### src/rtl/ext_trig_multi_if.sv
// ext_trig_multi_if: trigger control/status bundle; master drives run control, channel levels and settings, slave returns run state, pulses and counters
interface ext_trig_multi_if #(
  parameter int N_CH = 4,
  parameter int CNT_W = 32,
  parameter int DEAD_W = 16
);
  logic [N_CH-1:0] trig_in;
  logic [N_CH-1:0] busy_in;
  logic [N_CH-1:0] ch_mask;
  logic start_run;
  logic stop_run;
  logic [1:0] mode;
  logic [4:0] maj_thr;
  logic [DEAD_W-1:0] dead_time;
  logic [CNT_W-1:0] trig_limit;
  logic [4:0] trig_delay;
  logic running;
  logic trig_out;
  logic trig_out_dly;
  logic [CNT_W-1:0] trig_count;
  logic [CNT_W-1:0] veto_count;
  modport master (
    output trig_in, busy_in, ch_mask, start_run, stop_run, mode, maj_thr, dead_time, trig_limit, trig_delay,
    input running, trig_out, trig_out_dly, trig_count, veto_count
  );
  modport slave (
    input trig_in, busy_in, ch_mask, start_run, stop_run, mode, maj_thr, dead_time, trig_limit, trig_delay,
    output running, trig_out, trig_out_dly, trig_count, veto_count
  );
endinterface

### src/rtl/ext_trig_multi.sv
// ext_trig_multi: multi-channel edge-coincidence trigger with busy veto, dead time, run limit and delayed copy; ports clock, reset (async high), bus (ext_trig_multi_if.slave); define EXT_TRIG_MULTI_VETO_CNT_EN to enable veto_count
module ext_trig_multi #(
  parameter int N_CH = 4,
  parameter int CNT_W = 32,
  parameter int DEAD_W = 16
) (
  input logic clock,
  input logic reset,
  ext_trig_multi_if.slave bus
);
  typedef enum logic [1:0] {IDLE, RUN, DEAD} state_t;
  state_t state_q, state_d;
  logic [N_CH-1:0] trig_prev_q, me;
  logic [DEAD_W-1:0] dead_cnt_q, dead_cnt_d;
  logic [CNT_W-1:0] trig_count_q, trig_count_d;
  logic [30:0] dly_q, dly_d;
  logic [4:0] pc, dly_idx;
  logic trig_out_q, coin, veto, halt, accept, clear;
  always_comb begin
    me = bus.trig_in & ~trig_prev_q & bus.ch_mask;
    pc = '0;
    for (int i = 0; i < N_CH; i++) pc = pc + 5'(me[i]);
    coin = bus.mode == 2'd0 ? |me :
           bus.mode == 2'd1 ? (me == bus.ch_mask) && |bus.ch_mask :
           bus.mode == 2'd2 ? (pc >= bus.maj_thr) && |bus.maj_thr : 1'b0;
    veto = |(bus.busy_in & bus.ch_mask);
    clear = state_q == IDLE && bus.start_run && !bus.stop_run;
    halt = bus.stop_run || (trig_count_q == bus.trig_limit && |bus.trig_limit);
    accept = coin && state_q == RUN && !veto && !halt;
    state_d = state_q;
    if (state_q == IDLE) begin
      if (clear) state_d = RUN;
    end else if (halt) state_d = IDLE;
    else if (accept) state_d = DEAD;
    else if (state_q == DEAD && dead_cnt_q == DEAD_W'(1)) state_d = RUN;
    dead_cnt_d = accept ? (|bus.dead_time ? bus.dead_time : DEAD_W'(1)) :
                 state_q == DEAD ? dead_cnt_q - DEAD_W'(1) : dead_cnt_q;
    trig_count_d = clear ? '0 : accept && !(&trig_count_q) ? trig_count_q + CNT_W'(1) : trig_count_q;
    dly_d = {dly_q[29:0], trig_out_q};
    dly_idx = bus.trig_delay - 5'd1;
  end
  always_ff @(posedge clock or posedge reset) begin
    if (reset) begin
      state_q <= IDLE;
      trig_prev_q <= '0;
      dead_cnt_q <= '0;
      trig_count_q <= '0;
      trig_out_q <= 1'b0;
      dly_q <= '0;
    end else begin
      state_q <= state_d;
      trig_prev_q <= bus.trig_in;
      dead_cnt_q <= dead_cnt_d;
      trig_count_q <= trig_count_d;
      trig_out_q <= accept;
      dly_q <= dly_d;
    end
  end
  assign bus.running = state_q != IDLE;
  assign bus.trig_out = trig_out_q;
  assign bus.trig_out_dly = bus.trig_delay == 5'd0 ? trig_out_q : dly_q[dly_idx];
  assign bus.trig_count = trig_count_q;
`ifdef EXT_TRIG_MULTI_VETO_CNT_EN
  logic [CNT_W-1:0] veto_count_q, veto_count_d;
  always_comb begin
    veto_count_d = clear ? '0 :
                   state_q != IDLE && coin && (veto || state_q == DEAD) && !(&veto_count_q) ? veto_count_q + CNT_W'(1) :
                   veto_count_q;
  end
  always_ff @(posedge clock or posedge reset) begin
    if (reset) veto_count_q <= '0;
    else veto_count_q <= veto_count_d;
  end
  assign bus.veto_count = veto_count_q;
`else
  assign bus.veto_count = '0;
`endif
endmodule
### src/flat_wrapper.sv
// flat-port wrapper written by rule: the top's interface ports become plain ports
module ext_trig_multi_flat 
#(
  parameter int N_CH = 4,
  parameter int CNT_W = 32,
  parameter int DEAD_W = 16
)
  (clock, reset, bus_trig_in, bus_busy_in, bus_ch_mask, bus_start_run, bus_stop_run, bus_mode, bus_maj_thr, bus_dead_time, bus_trig_limit, bus_trig_delay, bus_running, bus_trig_out, bus_trig_out_dly, bus_trig_count, bus_veto_count);
  ext_trig_multi_if #(.N_CH(N_CH), .CNT_W(CNT_W), .DEAD_W(DEAD_W)) bus_i ();
  input logic clock;
  input logic reset;
  input wire logic [$bits(bus_i.trig_in)-1:0] bus_trig_in;
  input wire logic [$bits(bus_i.busy_in)-1:0] bus_busy_in;
  input wire logic [$bits(bus_i.ch_mask)-1:0] bus_ch_mask;
  input wire logic [$bits(bus_i.start_run)-1:0] bus_start_run;
  input wire logic [$bits(bus_i.stop_run)-1:0] bus_stop_run;
  input wire logic [$bits(bus_i.mode)-1:0] bus_mode;
  input wire logic [$bits(bus_i.maj_thr)-1:0] bus_maj_thr;
  input wire logic [$bits(bus_i.dead_time)-1:0] bus_dead_time;
  input wire logic [$bits(bus_i.trig_limit)-1:0] bus_trig_limit;
  input wire logic [$bits(bus_i.trig_delay)-1:0] bus_trig_delay;
  output wire logic [$bits(bus_i.running)-1:0] bus_running;
  output wire logic [$bits(bus_i.trig_out)-1:0] bus_trig_out;
  output wire logic [$bits(bus_i.trig_out_dly)-1:0] bus_trig_out_dly;
  output wire logic [$bits(bus_i.trig_count)-1:0] bus_trig_count;
  output wire logic [$bits(bus_i.veto_count)-1:0] bus_veto_count;
  assign bus_i.trig_in = bus_trig_in;
  assign bus_i.busy_in = bus_busy_in;
  assign bus_i.ch_mask = bus_ch_mask;
  assign bus_i.start_run = bus_start_run;
  assign bus_i.stop_run = bus_stop_run;
  assign bus_i.mode = bus_mode;
  assign bus_i.maj_thr = bus_maj_thr;
  assign bus_i.dead_time = bus_dead_time;
  assign bus_i.trig_limit = bus_trig_limit;
  assign bus_i.trig_delay = bus_trig_delay;
  assign bus_running = bus_i.running;
  assign bus_trig_out = bus_i.trig_out;
  assign bus_trig_out_dly = bus_i.trig_out_dly;
  assign bus_trig_count = bus_i.trig_count;
  assign bus_veto_count = bus_i.veto_count;
  ext_trig_multi #(.N_CH(N_CH), .CNT_W(CNT_W), .DEAD_W(DEAD_W)) u_core (.clock(clock), .reset(reset), .bus(bus_i));
endmodule
### config.mk
export PLATFORM = sky130hd
export DESIGN_NAME = ext_trig_multi_flat
export DESIGN_NICKNAME = d
export VERILOG_FILES = /design/src/rtl/ext_trig_multi_if.sv /design/src/rtl/ext_trig_multi.sv /design/src/flat_wrapper.sv
export SDC_FILE = /design/constraint.sdc
export NUM_CORES = 1
export LEC_CHECK = 0
export ABC_AREA = 1
export BUFFER_PORTS_ARGS = -buffer_cell sky130_fd_sc_hd__buf_4
export CAP_MARGIN = 25
export CORE_ASPECT_RATIO = 0.5
export CORE_MARGIN = 4
export CORE_UTILIZATION = 44
export DETAILED_ROUTE_END_ITERATION = 10
export MAX_ROUTING_LAYER = met4
export PLACE_DENSITY = 0.64
export SYNTH_ARGS = -nofsm -noshare
export SYNTH_HDL_FRONTEND = slang
export SYNTH_SLANG_ARGS = --single-unit
export TNS_END_PERCENT = 1
### constraint.sdc
create_clock -name clock -period 5.22 [get_ports clock]
set_input_delay 0.522 -clock clock [delete_from_list [all_inputs] [get_ports clock]]
set_output_delay 0.522 -clock clock [all_outputs]
set_load 0.02 [all_outputs]
==> metrics.csv, run 1 <==
metric,value,unit
outcome,"complete, no violations",
Iteration-0 DRC Markers,405,
hold-fix buffers at CTS,0,
final cell count without fillers,1138,
I/O pins,143,
Finished Cell Area,7159,sq um
Root Buffer,clkbuf_16,
worst skew pair latency,0.34,ns
vias in the first global route,5299,
reg2reg start,u_core.trig_prev_q[0],
Worst path most repeated cell,nand2_1,
GR Overflow Total,0,
largest net degree at the start of global routing,47,
post-layout min period,3.535,ns
"FF+latch count, synth",86,
Reg-to-Reg End,u_core.bus.trig_count[18],
switching share of power,32.70,%
via count,5665,
P_int,1.450,mW
CP max stage delay,0.48,ns
DRC Markers,0,
Starting Density,46.06,%
Final ANT Viol Nets,0,
first-pass GRT wire length,26230,um
Yosys warning total,0,
crit path kind,reg2reg,
Gate Count Post-Synth,860,
CP Data Arrival Time,3.80,ns
Cells after DPL,1121,
share of cells above drive strength 1,15.62,%
CTS resizes,0,
Psw,0.7044,mW
crit path cell chain,inv_1 > nand2_1 > nor2_1 > ha_1 > fa_1 > ha_1 > ha_1 > nand2_1 > nand2_1 > nand2_1 > a21oi_1 > nor2_1 > nor2_2 > nand4_2 > buf_4 > nand2_2 > nand2_1 > nand2_1,
Setup Skew,0.008640,ns
Post-Synth Adder-Cell Area,2.426,%
gp weighted congestion,0.9336,
Leak,3.640,nW
Top Family by Delay on Critical Path,simple AND/OR/NAND/NOR gates,
syn_area_per_cell,6.957,sq um
mux cell area share after synthesis,0,%
critical path's slowest cell,nand2_2,
endpoint class of the critical path,register,
Worst Tran Pin Value,0.9547,ns
DRT Pass-1 Iters,5,
Post-Synth Simple-Gate Area,36.26,%
main combinational cell family by area after synthesis,simple AND/OR/NAND/NOR gates,
worst hold path type,in2async,
"Clk pin slew, worst setup/hold paths",0.07,ns
core area,12990,sq um
crit path buf inv count,2,
buffer depth of the longest clock path,2,
fmax,282.9,MHz
combinational power share,25.1,%
"EDFF count, synth",0,
total die area,15640,sq um
"Seq/Total Area, Yosys",35.97,%
TNS Setup,0,ns
CTS tree,done,
Mapped Area,5983,sq um
final setup vio count,0,
Clock power frac,35.5,%
Worst R2R Setup Slack,1.69,ns
Die H,90.46,um
Via density,4.978,
async set-or-reset flop fraction in the synthesized netlist,100.0,%
I/O Buffers,110,
Die W,172.9,um
Compound-Gate Fraction of Synth Area,4.831,%
pre-CTS setup slack,1.506,ns
"Req. time, crit path",5.49,ns
pwr/cell area,300.9,nW/um^2
FF-to-FF path depth,18,
HPWL Detailed,12090,um
"Net count, final",1049,
Rows,29,
TritonCTS Sinks,86,
Fin. Hold Viols,0,
xor and xnor fraction of the mapped netlist area,8.344,%
max cap viols,0,
cts bufs inserted,9,
routed wire length,15860,um
count of cell types in the netlist,38,
dominant synthesized flop cell,dfrtp_1,
All-Layer GR Usage,20.71,%
CP Launch Type,register,
max_slew headroom,36.28,%
area delta synth->final,19.66,%
dpl cell area,6802,sq um
VDD IR-drop max,176.5,uV
post-CTS setup buffer count,0,
final core occ,55.11,%
Final Cycle Share,67.72,%
H-Tree Depth,3,
Seq pwr share,39.4,%
Pins Over Slew Limit,0,
initial antenna violation count,0,
RSZ-0062 raised after global routing,false,
PnR worst setup slack,1.685,ns
Worst Path Max Fanout,33,
WL/cell,13.94,um
[cell usage in the layout, fill, tap and decap left out, types with 2 or more instances in the layout]
master,n
a21oi_1,7
buf_4,113
o22ai_1,4
xor2_1,26
nand4_1,18
bufinv_16,3
nor2_1,123
nor3_2,2
clkinv_4,2
conb_1,32
o211ai_1,5
o221ai_1,3
ha_1,10
nor2_2,4
nand3_1,75
nand2_1,250
o21ai_0,27
nor3_4,2
nor3_1,14
nor4_1,9
dfrtp_1,86
inv_2,7
nand3_2,2
xnor2_1,31
inv_1,88
clkbuf_16,9
[cell type report]
type	count	area, sq um
diodes	1	2.502
fillers	1309	5831
multi-input cells	655	3223
flip-flops and latches	86	2152
clock inverters	6	116.4
clock buffers	10	239.0
repair buffers	113	848.3
well taps	170	212.7
inverters	97	365.4
[how the worst max path moves through the flow]
| stage | start | end | slack [ns] | depth (start not counted) |
|---|---|---|---|---|
| global route | u_core.trig_prev_q[0] | u_core.bus.trig_count[18] | 1.30 | 18 |
| finish | u_core.trig_prev_q[0] | u_core.bus.trig_count[18] | 1.69 | 18 |
| floorplan | bus_trig_in[0] | u_core.dead_cnt_q[4] | 2.29 | 18 |
| CTS | u_core.trig_prev_q[0] | u_core.bus.trig_count[18] | 1.67 | 18 |
| detailed placement | bus_trig_in[0] | u_core.bus.trig_count[25] | 1.51 | 18 |
| global placement | bus_trig_in[0] | u_core.dead_cnt_q[4] | 1.58 | 18 |
[logic make-up (layout without fill, tap and decap cells)]
kind of cell / Yosys count / in the layout
buffers and inverters: 150 / 226
other: 1 / 33
AOI/OAI and AO/OA: 49 / 49
and+or+nand+nor: 506 / 506
DFF: 86 / 86
xor gates and xnor gates: 57 / 57
adders and majority gates: 11 / 11
[synth_stat cells (2+ instances only)]
cell type | n | area [sq um]
nor4_1 | 9 | 56.30
a21oi_1 | 7 | 35.03
nor3_1 | 14 | 70.07
inv_1 | 89 | 334.1
buf_2 | 6 | 30.03
nand3_1 | 75 | 375.4
o211ai_1 | 5 | 37.54
o221ai_1 | 3 | 26.28
nor3_4 | 2 | 32.53
dfrtp_1 | 86 | 2152
nand3_2 | 2 | 20.02
xnor2_1 | 31 | 271.5
ha_1 | 10 | 125.1
o21ai_0 | 27 | 135.1
xor2_1 | 26 | 227.7
buf_6 | 3 | 33.78
nand2_1 | 250 | 938.4
inv_2 | 7 | 26.28
nor2_1 | 123 | 461.7
nor2_2 | 4 | 25.02
nor3_2 | 2 | 20.02
clkbuf_1 | 9 | 33.78
buf_4 | 35 | 262.8
o22ai_1 | 4 | 25.02
nand4_1 | 18 | 112.6
[sequential cells by signal, summed over array words and instances, names as in the netlist]
signal	cells
u_core.trig_prev_q	4
u_core.state_q	2
u_core.bus.trig_count	32
u_core.dly_q	31
u_core.bus.trig_out	1
u_core.dead_cnt_q	16
[routing by layer]
metal  GRT usage (%)  part of all wire (%)  vias up
li1                -                     -     2871
met1           28.06                    49     2598
met4           5.043                   1.1        0
met3           3.722                   5.2       18
met2           32.53                    45      178
met5               -                     0        -
[power groups by stage]
stage	clock network [mW]	logic [mW]	registers, mW
detailed placement	0	0.543	0.860
global route	0.809	0.618	0.865
global placement	0	0.529	0.860
floorplan	0	0.422	0.837
CTS	0.779	0.545	0.850
finish	0.764	0.540	0.850
[stage by stage]
step	total power [mW]	hold WS (ns)
CTS	2.174	0.2798
global placement	1.389	0.3572
detailed placement	1.403	0.3573
finish	2.154	0.2844
global route	2.292	0.2805
floorplan	1.260	0.3488
Power figures use the tool's default switching activity.
==> inputs of run 2 (changes only) <==
==> constraint.sdc (replaced) <==
create_clock -name clock -period 3.3 [get_ports clock]
set_input_delay 0.33 -clock clock [delete_from_list [all_inputs] [get_ports clock]]
set_output_delay 0.33 -clock clock [all_outputs]
set_load 0.02 [all_outputs]
==> metrics.csv, run 2 (same netlist as run 1, synthesis figures left out) <==
metric,value,unit
worst hold path type,in2async,
buffer depth of the longest clock path,2,
CTS tree,done,
Pins Over Slew Limit,0,
Worst R2R Setup Slack,0.30,ns
RSZ-0062 raised after global routing,true,
largest net degree at the start of global routing,47,
reg2reg start,u_core.trig_prev_q[1],
Final ANT Viol Nets,0,
vias in the first global route,5371,
Reg-to-Reg End,u_core.dead_cnt_q[4],
share of cells above drive strength 1,16.14,%
fmax,333.4,MHz
total power,3.308,mW
worst hold margin,0.08798,ns
first-pass GRT wire length,26500,um
most frequent cells in the layout,"nand2_1, nor2_1, buf_4",
I/O pins,143,
CP Launch Type,register,
post-layout min period,2.999,ns
Root Buffer,clkbuf_16,
max cap viols,0,
WL met3,836,um
Met2 Wirelength,7121,um
antenna diode count,0,
total die area,15640,sq um
Fin. Hold Viols,0,
VDD IR-drop max,288.0,uV
I/O Buffers,110,
Setup Skew,0.01413,ns
FILL cells,1256,
area delta synth->final,20.20,%
Iteration-0 DRC Markers,407,
final cell count without fillers,1143,
Metal-1 WL,7710,um
max reg flops,32,
worst skew pair latency,0.35,ns
top layer reached by signal wires,met4,
"Net count, final",1055,
outcome,"complete, no violations",
Final Cycle Share,90.88,%
WL/cell,13.78,um
gp weighted congestion,0.8929,
FF-to-FF path depth,18,
Die H,90.46,um
Cells after DPL,1127,
DRT Pass-1 Iters,5,
H-Tree Depth,3,
DRC Markers,0,
Rows,29,
cts bufs inserted,9,
TNS Setup,0,ns
Starting Density,46.06,%
GR Overflow Total,0,
"commonest non-fill, non-tap cell in the layout",nand2_1,
routed wire length,15750,um
Worst Path Max Fanout,13,
Leak,3.658,nW
endpoint class of the critical path,register,
crit path kind,reg2reg,
Die W,172.9,um
initial antenna violation count,0,
Worst Tran Pin Value,0.7357,ns
final setup vio count,0,
"Req. time, crit path",3.53,ns
max_slew headroom,50.95,%
Via density,4.928,
via count,5633,
core area,12990,sq um
pwr/cell area,459.9,nW/um^2
TritonCTS Sinks,86,
All-Layer GR Usage,20.80,%
HPWL Detailed,11930,um
"Clk pin slew, worst setup/hold paths",0.06,ns
CP Data Arrival Time,3.23,ns
==> run 2: worst max-delay path by stage <==
stage | to | from | slack (ns)
after floorplan | u_core.dead_cnt_q[4] | u_core.trig_prev_q[0] | 0.52
after global routing | u_core.dead_cnt_q[6] | u_core.trig_prev_q[0] | -0.02
after detailed placement | u_core.bus.trig_count[15] | bus_ch_mask[1] | 0.22
final | u_core.dead_cnt_q[4] | u_core.trig_prev_q[1] | 0.30
after CTS | u_core.bus.trig_count[29] | u_core.trig_prev_q[1] | 0.24
after global placement | u_core.bus.trig_count[24] | bus_trig_in[0] | 0.27
==> run 2: stage by stage <==
step	util (%)	instance area, sq um	setup WS, ns
2_1_floorplan	-	6100	0.5159
3_3_place_gp	52.90	6872	0.2687
3_5_place_dp	52.90	6872	0.2200
4_1_cts	55.34	7188	0.2378
5_1_grt	55.37	7192	-0.01821
6_report	55.37	7192	0.3009
==> run 2: layout make-up <==
cell class,instances,area (sq um),area share (%)
multi-input combinational,655,3223,44.82
timing repair buffer,119,922.1,12.82
sequential,86,2152,29.92
clock inverter,5,63.81,0.8873
clock buffer,11,252.7,3.514
inverter,97,365.4,5.080
tap,170,212.7,2.958
==> run 2: worst max-delay path, stage by stage, from the launching register on <==
cell	delay (ns)
dfrtp_1	0.37
inv_1	0.05
nand2_1	0.05
nor2_1	0.14
ha_1	0.26
fa_1	0.36
ha_1	0.28
ha_1	0.27
nand2_1	0.05
nand2_1	0.05
nand2_1	0.06
a21oi_1	0.13
nor2_1	0.07
nor2_2	0.19
nand3_2	0.14
inv_2	0.23
nand2_1	0.08
nand2_1	0.06
nand2_1	0.05
==> run 2: where the power goes <==
part	internal (mW)	leakage (nW)	total, mW	switching, mW
logic	0.360	2.36	0.908	0.548
registers	1.19	1.15	1.33	0.140
clock network	0.635	0.153	1.07	0.435
total	2.19	3.66	3.31	1.12
==> run 2: per-layer routing <==
metal / track usage, % / vias to the layer above
li1: - / 2873
met1: 28.58 / 2591
met2: 32.46 / 160
met3: 4.141 / 9
met4: 3.849 / 0
met5: - / -
==> run 2: timing repair <==
action / CTS / global route
setup buffers: 0 / 0
endpoints found under the setup margin: 0 / 25
endpoints found under the hold margin: 0 / 0
hold buffers: 0 / 0
gates resized for setup: 0 / 1
==> inputs of run 3 (changes only) <==
--- a/config.mk
+++ b/config.mk
@@ -8,12 +8,12 @@
 export ABC_AREA = 1
 export BUFFER_PORTS_ARGS = -buffer_cell sky130_fd_sc_hd__buf_4
 export CAP_MARGIN = 25
-export CORE_ASPECT_RATIO = 0.5
+export CORE_ASPECT_RATIO = 1.75
 export CORE_MARGIN = 4
 export CORE_UTILIZATION = 44
 export DETAILED_ROUTE_END_ITERATION = 10
 export MAX_ROUTING_LAYER = met4
-export PLACE_DENSITY = 0.64
+export PLACE_DENSITY = 0.66
 export SYNTH_ARGS = -nofsm -noshare
 export SYNTH_HDL_FRONTEND = slang
 export SYNTH_SLANG_ARGS = --single-unit
==> constraint.sdc (replaced) <==
create_clock -name clock -period 2.5 [get_ports clock]
set_input_delay 0.25 -clock clock [delete_from_list [all_inputs] [get_ports clock]]
set_output_delay 0.25 -clock clock [all_outputs]
set_load 0.1 [all_outputs]
==> metrics.csv, run 3 (same netlist as run 1, synthesis figures left out) <==
metric,value,unit
outcome,"complete, but fails checks",
failing checks,setup timing,
critical path's slowest cell,fa_2,
Fin. Hold Viols,0,
GR Overflow Total,0,
All-Layer GR Usage,23.19,%
initial antenna violation count,0,
worst hold path type,in2reg,
Final Cycle Share,121.0,%
CP Launch Type,register,
max_slew headroom,46.45,%
Via density,4.998,
post-layout min period,3.026,ns
cts bufs inserted,9,
first-pass GRT wire length,27270,um
Finished Cell Area,7657,sq um
Worst Tran Pin Value,0.8032,ns
Psw,1.938,mW
WL/cell,15.16,um
CP max stage delay,0.54,ns
Root Buffer,clkbuf_16,
fmax,330.4,MHz
area delta synth->final,27.98,%
Die H,162.3,um
dpl cell area,7062,sq um
largest net degree at the start of global routing,47,
CP Data Arrival Time,3.32,ns
Worst Path Max Fanout,6,
P_int,2.918,mW
switching share of power,39.91,%
share of cells above drive strength 1,22.16,%
"Req. time, crit path",2.79,ns
pwr/cell area,634.1,nW/um^2
Leak,3.835,nW
RSZ-0062 raised after global routing,true,
antenna diode count,0,
routed wire length,17830,um
"Net count, final",1084,
Worst path most repeated cell,nand2_2,
HPWL Detailed,13610,um
"Clk pin slew, worst setup/hold paths",0.07,ns
core area,13380,sq um
DRT Pass-1 Iters,4,
max reg flops,32,
endpoint class of the critical path,register,
via count,5878,
Setup Skew,0.01183,ns
Pins Over Slew Limit,0,
final core occ,57.22,%
H-Tree Depth,3,
Iteration-0 DRC Markers,195,
buffer depth of the longest clock path,2,
PnR worst setup slack,-0.5262,ns
Clock power frac,28.3,%
max cap viols,0,
Die W,96.15,um
crit path buf inv count,4,
final setup vio count,51,
Top Family by Delay on Critical Path,simple AND/OR/NAND/NOR gates,
CTS tree,done,
most frequent cells in the layout,"nand2_1, buf_4, nor2_1",
combinational power share,35.1,%
Starting Density,44.71,%
worst skew pair latency,0.35,ns
Rows,56,
total die area,15600,sq um
Seq pwr share,36.6,%
Final ANT Viol Nets,0,
crit path cell chain,inv_1 > nand2_2 > nor2_4 > ha_4 > fa_2 > inv_2 > ha_4 > inv_2 > nand2_1 > nand2_1 > nand2_1 > nand2_2 > a21oi_2 > nor2_2 > nor2_4 > nand4_4 > nand2_8 > clkbuf_16 > nand2_2 > nand2_2,
pre-CTS setup slack,-0.5387,ns
gp weighted congestion,0.9978,
"commonest non-fill, non-tap cell in the layout",nand2_1,
I/O Buffers,110,
DRC Markers,0,
I/O pins,143,
hold-fix buffers at CTS,0,
TritonCTS Sinks,86,
vias in the first global route,5775,
VDD IR-drop max,526.7,uV
crit path kind,reg2reg,
run 3: cell types whose count changed in the layout (fill, tap and decap cells not counted), moves of 3 or more:
cell / previous run / this run
nand3_2: 2 / 8
inv_2: 7 / 10
inv_1: 88 / 84
clkbuf_16: 9 / 12
nand2_2: 1 / 16
ha_1: 10 / 7
nor2_1: 123 / 120
buf_4: 116 / 139
nor2_4: 0 / 3
nand2_1: 250 / 233
nand3_1: 75 / 68
ha_4: 0 / 3
run 3: worst paths after layout:
check	from	endpoint	slack, ns	cells after the start
max	u_core.trig_prev_q[1]	u_core.bus.trig_count[30]	-0.53	20
min	bus_trig_in[3]	u_core.trig_prev_q[3]	0.01	1
max reg2reg	u_core.trig_prev_q[1]	u_core.bus.trig_count[30]	-0.53	20
min reg2reg	u_core.dly_q[15]	u_core.dly_q[16]	0.37	0
max in group asynchronous	reset	u_core.dly_q[16]	1.79	3
min in group asynchronous	reset	u_core.bus.trig_count[13]	0.03	2
run 3: metrics by stage:
| step | hold WS (ns) | std cells | power (mW) | setup TNS (ns) |
|---|---|---|---|---|
| 3_3_place_gp | 0.3543 | 1154 | 3.378 | -21.72 |
| 6_report | 0.01321 | 1176 | 4.856 | -22.35 |
| 4_1_cts | 0.009957 | 1170 | 4.779 | -22.55 |
| 3_5_place_dp | 0.3584 | 1154 | 3.396 | -24.42 |
| 2_1_floorplan | 0.2814 | 891 | 2.988 | -12.64 |
| 5_1_grt | 0.01316 | 1176 | 5.129 | -30.30 |
run 3: power by group through the flow:
stage	logic (mW)	clock network, mW	registers, mW
2_1_floorplan	1.12	0	1.87
3_3_place_gp	1.59	0	1.79
3_5_place_dp	1.60	0	1.80
4_1_cts	1.61	1.40	1.77
5_1_grt	1.88	1.45	1.80
6_report	1.71	1.37	1.78
run 3: routing by layer:
metal | track usage (%) | vias to the layer above | routed length [um]
li1 | - | 2928 | -
met1 | 23.28 | 2720 | 6259
met2 | 42.69 | 173 | 9893
met3 | 2.919 | 57 | 819
met4 | 11.20 | 0 | 857
met5 | - | - | 0
run 3: final cells by class:
cell class	instances	area (sq um)
fillers	1353	5725
multi-input cells	655	3402
flip-flops and latches	86	2152
repair buffers	148	1212
inverters	97	367.9
clock buffers	9	225.2
well taps	174	217.7
clock inverters	7	80.08
run 3: repair_timing:
action                     4_1_cts  5_1_grt
cloned                           0        4
gates resized for setup          6       41
pin swaps                        2       15
buffers inserted                 0        2
setup endpoints to repair       51       51
